**config.mk**
```make
export PLATFORM = sky130hd
export DESIGN_NAME = data_sampling
export DESIGN_NICKNAME = d
export VERILOG_FILES = /design/src/rtl/data_sampling.sv
export SDC_FILE = /design/constraint.sdc
export NUM_CORES = 1
export LEC_CHECK = 0
export BUFFER_PORTS_ARGS = -buffer_cell sky130_fd_sc_hd__buf_2
export CAP_MARGIN = 10
export CORE_MARGIN = 2
export CORE_UTILIZATION = 40
export CTS_BUF_LIST = sky130_fd_sc_hd__clkbuf_4 sky130_fd_sc_hd__clkbuf_8
export CTS_CLUSTER_SIZE = 8
export DETAILED_ROUTE_END_ITERATION = 6
export MAX_ROUTING_LAYER = met4
export PLACE_DENSITY = 0.76
export SYNTH_ARGS = -nofsm -noshare
export SYNTH_HDL_FRONTEND = slang
export SYNTH_SLANG_ARGS = --single-unit
```
**constraint.sdc**
```tcl
create_clock -name clk -period 3.07 [get_ports clk]
set_input_delay 0.614 -clock clk [delete_from_list [all_inputs] [get_ports clk]]
set_output_delay 0.614 -clock clk [all_outputs]
set_load 0.1 [all_outputs]
```
**src/rtl/data_sampling.sv**
```systemverilog
// rtl/data_sampling.sv - UART RX oversampling stage: line synchroniser and 3-sample majority vote
// Captures rx_sync at H-1, H and H+1 (H = prescale/2) and strobes the voted bit one cycle later.
module data_sampling #(
  parameter int PRESCALE_W = 6
) (
  input  logic                  clk,
  input  logic                  rst,
  input  logic                  rx_in,
  input  logic [PRESCALE_W-1:0] prescale,
  input  logic [PRESCALE_W-1:0] edge_cnt,
  input  logic                  data_samp_en,
  output logic                  rx_sync,
  output logic                  sampled_bit,
  output logic                  sample_valid,
  output logic                  prescale_err
);

  typedef enum logic {
    IDLE,
    COLLECT
  } state_t;

  state_t state, state_nxt;

  logic                  sync_ff;
  logic                  s0, s1;
  logic                  s0_nxt, s1_nxt;
  logic                  sampled_bit_nxt;
  logic                  sample_valid_nxt;
  logic                  prescale_err_nxt;
  logic                  majority;
  logic [PRESCALE_W-1:0] half;
  logic [PRESCALE_W-1:0] half_m1;
  logic [PRESCALE_W-1:0] half_p1;

  assign half     = prescale >> 1;
  assign half_m1  = half - PRESCALE_W'(1);
  assign half_p1  = half + PRESCALE_W'(1);
  assign majority = (s0 & s1) | (s0 & rx_sync) | (s1 & rx_sync);

  assign prescale_err_nxt = !((prescale == PRESCALE_W'(8))  ||
                              (prescale == PRESCALE_W'(16)) ||
                              (prescale == PRESCALE_W'(32)));

  always_comb begin
    state_nxt        = state;
    s0_nxt           = s0;
    s1_nxt           = s1;
    sampled_bit_nxt  = sampled_bit;
    sample_valid_nxt = 1'b0;
    if (!data_samp_en || prescale_err) begin
      state_nxt = IDLE;
      s0_nxt    = 1'b0;
      s1_nxt    = 1'b0;
    end else begin
      case (state)
        IDLE: begin
          if (edge_cnt == half_m1) begin
            s0_nxt    = rx_sync;
            state_nxt = COLLECT;
          end
        end
        COLLECT: begin
          if (edge_cnt == half) begin
            s1_nxt = rx_sync;
          end else if (edge_cnt == half_p1) begin
            sampled_bit_nxt  = majority;
            sample_valid_nxt = 1'b1;
            state_nxt        = IDLE;
          end else if (edge_cnt != half_m1) begin
            // Upstream counter resynchronised: the partial samples are meaningless.
            state_nxt = IDLE;
            s0_nxt    = 1'b0;
            s1_nxt    = 1'b0;
          end
        end
        default: state_nxt = IDLE;
      endcase
    end
  end

  always_ff @(posedge clk) begin
    if (!rst) begin
      sync_ff      <= 1'b1;
      rx_sync      <= 1'b1;
      state        <= IDLE;
      s0           <= 1'b0;
      s1           <= 1'b0;
      sampled_bit  <= 1'b1;
      sample_valid <= 1'b0;
      prescale_err <= 1'b0;
    end else begin
      sync_ff      <= rx_in;
      rx_sync      <= sync_ff;
      state        <= state_nxt;
      s0           <= s0_nxt;
      s1           <= s1_nxt;
      sampled_bit  <= sampled_bit_nxt;
      sample_valid <= sample_valid_nxt;
      prescale_err <= prescale_err_nxt;
    end
  end

endmodule

```
* After elaboration in Yosys (flattened, before gate mapping)
Cells that the tools add are included.
Storage, ports and cells: bits in read-only memories 0, latch bits 0, bits of input ports 16, register bits 8, memories 0, bits in writable memories 0, output and inout port bits 4
Cells by class: shifts and indexed selects 0, reductions and logical operators 11, multipliers 0, magnitude comparators 0, equal/unequal tests 12, $add $sub $neg 2, divide/modulo/power cells 0, multiplexer cells 12, bitwise gates (word level) 9
Operator list (count):
- $eq 6x6->1 | 2
- $mux 1 | 10
- $ne 2x2->1 const B | 4
- $reduce_and 4->1 | 2
- $add 5x1->6 const B | 1
- $eq 6x4->1 const B | 1
- $eq 6x5->1 | 1
- $eq 6x5->1 const B | 1
- $eq 6x6->1 const B | 1
- $ne 6x6->1 | 1
- $sub 5x1->6 const B | 1
- $not 1->1 | 4
- $pmux 1 s2 | 2
- $reduce_or 4->1 | 1
- $and 1x1->1 | 3
- $logic_or 1x1->1 | 3
- $reduce_and 3->1 | 1
- $logic_not 1->1 | 2
- $ne 2x1->1 const B | 1
- $or 1x1->1 | 2
- $reduce_bool 2->1 | 1
- $reduce_or 2->1 | 1

* Longest topological paths before layout
depth in word-level cells 6, depth in mapped cells 7, depth with buffers taken out 7

* Least setup slack after synthesis
No wires, ideal clock.
path kind in2reg, start in prescale[1], end reg sampled_bit, arrival time 1952 ps, stages on the path 7, path buffers 0, path slack 994 ps, data required time 2947 ps, cells stage by stage inv_1 ha_1 xnor2_4 nand2b_4 nor4_4 nand4_1 mux2_1
On the way: word-level cells in the longest chain between the ends 3, elaborated cells between the ends (all ways) 5
Ends and longest elaborated chain:
- from (decl) | RTL line 9 | input logic [PRESCALE_W-1:0] prescale,
- $add 5x1->6 / $eq 6x5->1 (equally long branches) | RTL line 38, 64
- $eq 6x6->1 / $not 1->1 (equally long branches)
- $reduce_and 4->1 (no line) *
- to (signal assigned) | RTL line 98 | sampled_bit <= sampled_bit_nxt;
- to (decl) | RTL line 13 | output logic sampled_bit,
Mark *: on every way between the ends. The rest lies on a longest branch, timed or not. A chain may end at the register's enable or synchronous reset.

* Final worst setup path
Ends and elaborated chain as after synthesis.

==> results.cfg <==
[floorplanning]
die_x_um = 46.3
pin_count = 20
rows = 15
die_area_um2 = 2140
core_area_um2 = 1710
fp.dieH_um = 46.3
initial_core_util_pct = 41.9

[pwr]
total_leakage_power_uw = 0.000313
powerDensity_nw_per_um2 = 331
ir_drop_mv = 0.211

[final_layout]
diodes = 0
area_growth_pct = 18.5
final_common_cell = buf_2
drive_gt1_share_pct = 31.3
mostFrequentLayoutCells = buf_2, dfxtp_1, nand2_1
fin_cells = 124
nets = 119

[timing]
fmax_ghz = 0.467
final.period_utilization_pct = 69.7
min_period_ps = 2140
totalNegativeSetupSlack_ps = 0
worst_slew_margin_rel_pct = 68.0
slew_viol_final = 0
rsz0062_at_grt = no
setup_viol = 0
clock_skew_ps = 1.79
hold_viol = 0
worst_pin_slew_ps = 484

[logic_synthesis]
synth.distinct_cells = 38
synth_top_family_by_area = simple AND/OR/NAND/NOR gates
yosysWarnings = 0
yosysTopAreaCell = dfxtp_1
synthMuxAreaShare_pct = 4.37
syn_area_um2 = 716
synth_xor_area_share_pct = 14.7
synth_edf_count = 0
synthAdderAreaFrac_pct = 3.50
synth.area.top_cells = dfxtp_1, xnor2_1, nand2b_1
synthCells = 79
yosysTopAreaCellShare_pct = 22.4
synth_compound_area_share_pct = 20.8
synth.ff_latch_count = 8
synthFlopType = dfxtp_1
synth_seq_area_share_pct = 22.4
syn_area_per_cell_um2 = 9.06
synth-simple-area-share_pct = 29.9
synthesis.nets = 97
async_flop_share_pct = 0

[clock_tree]
clock_path_buffers = 2
path_clk_slew_ps = 50
postCtsSetupBuffers = 0
root_buffer = clkbuf_4
clock_latency_ps = 250
cts_buffers = 3
htree_levels = 1
postCtsResizedCells = 0
cts.hold.buffers_added = 0
clock_sinks = 8
cts_tree = yes

[flow_run]
drv_cap = 0

[detailed_routing]
drt_iter0_drc = 18
totalWireLength_mm = 1.42
viasPerCell = 5.15
wire_per_inst_um = 11.5
vias = 638
drt_drc_violations_left = 0
ant_nets = 0
drt-pass1-iter-count = 5

[worst_setup_path]
cpPeakStageDelay_ps = 360
endpoint_kind = flip-flop
required_ps = 3210
start_kind = primary input
crit_chain = buf_2 -> inv_1 -> ha_1 -> xnor2_4 -> nand2b_4 -> nor4_4 -> nand4_1 -> mux2_1
critical_path_class = primary input to flip-flop
cp_max_fo = 7
critPathArrivalTime_ps = 2280
cp_slowest_cell = ha_1

[global_route]
grt_pass1_wl_mm = 2.26
grt_util_all_layers_pct = 15.5
grt_max_degree = 11
grt_pass1_vias = 548
antenna_found_initial = 0
gr-total-overflow = 0

[place]
port_buffers = 19
finalWeightedCongestion = 0.887
dpl.hpwl_mm = 1.20
dp.cells = 121

[run_status]
outcome = completed

[worst_hold_path]
hold_class = flip-flop to flip-flop
worst max-delay path, delay by kind of cell:
kind / cells / cell delay [ps]
multiplexers: 1 / 330
XOR/XNOR: 1 / 240
adder cells (fa/ha/maj): 1 / 360
AND/OR/NAND/NOR: 3 / 520
buffers and inverters: 2 / 220
layer usage:
| metal | track usage (%) | share of wire [%] | up-vias |
|---|---|---|---|
| li1 | - | - | 325 |
| met2 | 21.9 | 48 | 17 |
| met1 | 19.7 | 47 | 296 |
| met4 | 2.86 | 0 | 0 |
| met3 | 7.84 | 4.8 | 0 |
| met5 | - | 0 | - |
synthesized netlist by cell type, drive strengths merged (3+ instances only):
library cell,number
dfxtp,8
nand2,7
xnor2,7
nand2b,6
nand3,6
inv,4
nor2,4
a21o,3
nor3,3
per-stage QoR:
step,utilization (%),power [uW],instance area [um^2],setup slack [ps],hold slack [ps]
after floorplan,-,179,716,994,386
after global placement,48.4,202,826,707,392
after detailed placement,48.4,204,826,673,409
after CTS,49.7,283,848,926,424
after global routing,49.7,295,848,849,435
final,49.7,281,848,929,420
cell type report:
class                   instances  area (um^2)
well taps                      25         31.3
inverters                       4         15.0
clock buffers                   3         22.5
fillers                       166          860
flip-flops and latches          8          160
repair buffers                 19         95.1
multi-input cells              65          524
sequential cells by signal (all words and copies together), names as in the netlist:
register,cells
prescale_err,1
rx_sync,1
sample_valid,1
s1,1
sync_ff,1
sampled_bit,1
state,1
s0,1
final timing paths:
path / start / end / slack (ps) / cells past startpoint
setup / recovery: prescale[1] / sampled_bit$_SDFFE_PN1P_ / 930 / 8
hold / removal: sync_ff$_SDFF_PN1_ / rx_sync$_SDFF_PN1_ / 420 / 1
setup reg to reg: prescale_err$_SDFF_PN0_ / s0$_SDFFE_PP0P_ / 1970 / 5
hold reg to reg: sync_ff$_SDFF_PN1_ / rx_sync$_SDFF_PN1_ / 420 / 1
where the power goes:
group	switching (uW)	leakage, uW	internal, uW
clock network	34.4	0.0000138	44.6
registers	1.30	0.0000653	106
logic	56.2	0.000233	38.1
total	91.9	0.000313	189
logic make-up after synthesis:
family | count (synthesis)
and+or+nand+nor | 34
buffers and inverters | 6
AOI/OAI and AO/OA | 17
xor gates and xnor gates | 9
adders and majority gates | 2
DFF | 8
muxes | 3
Note: power is estimated with default switching activity, not from simulation.
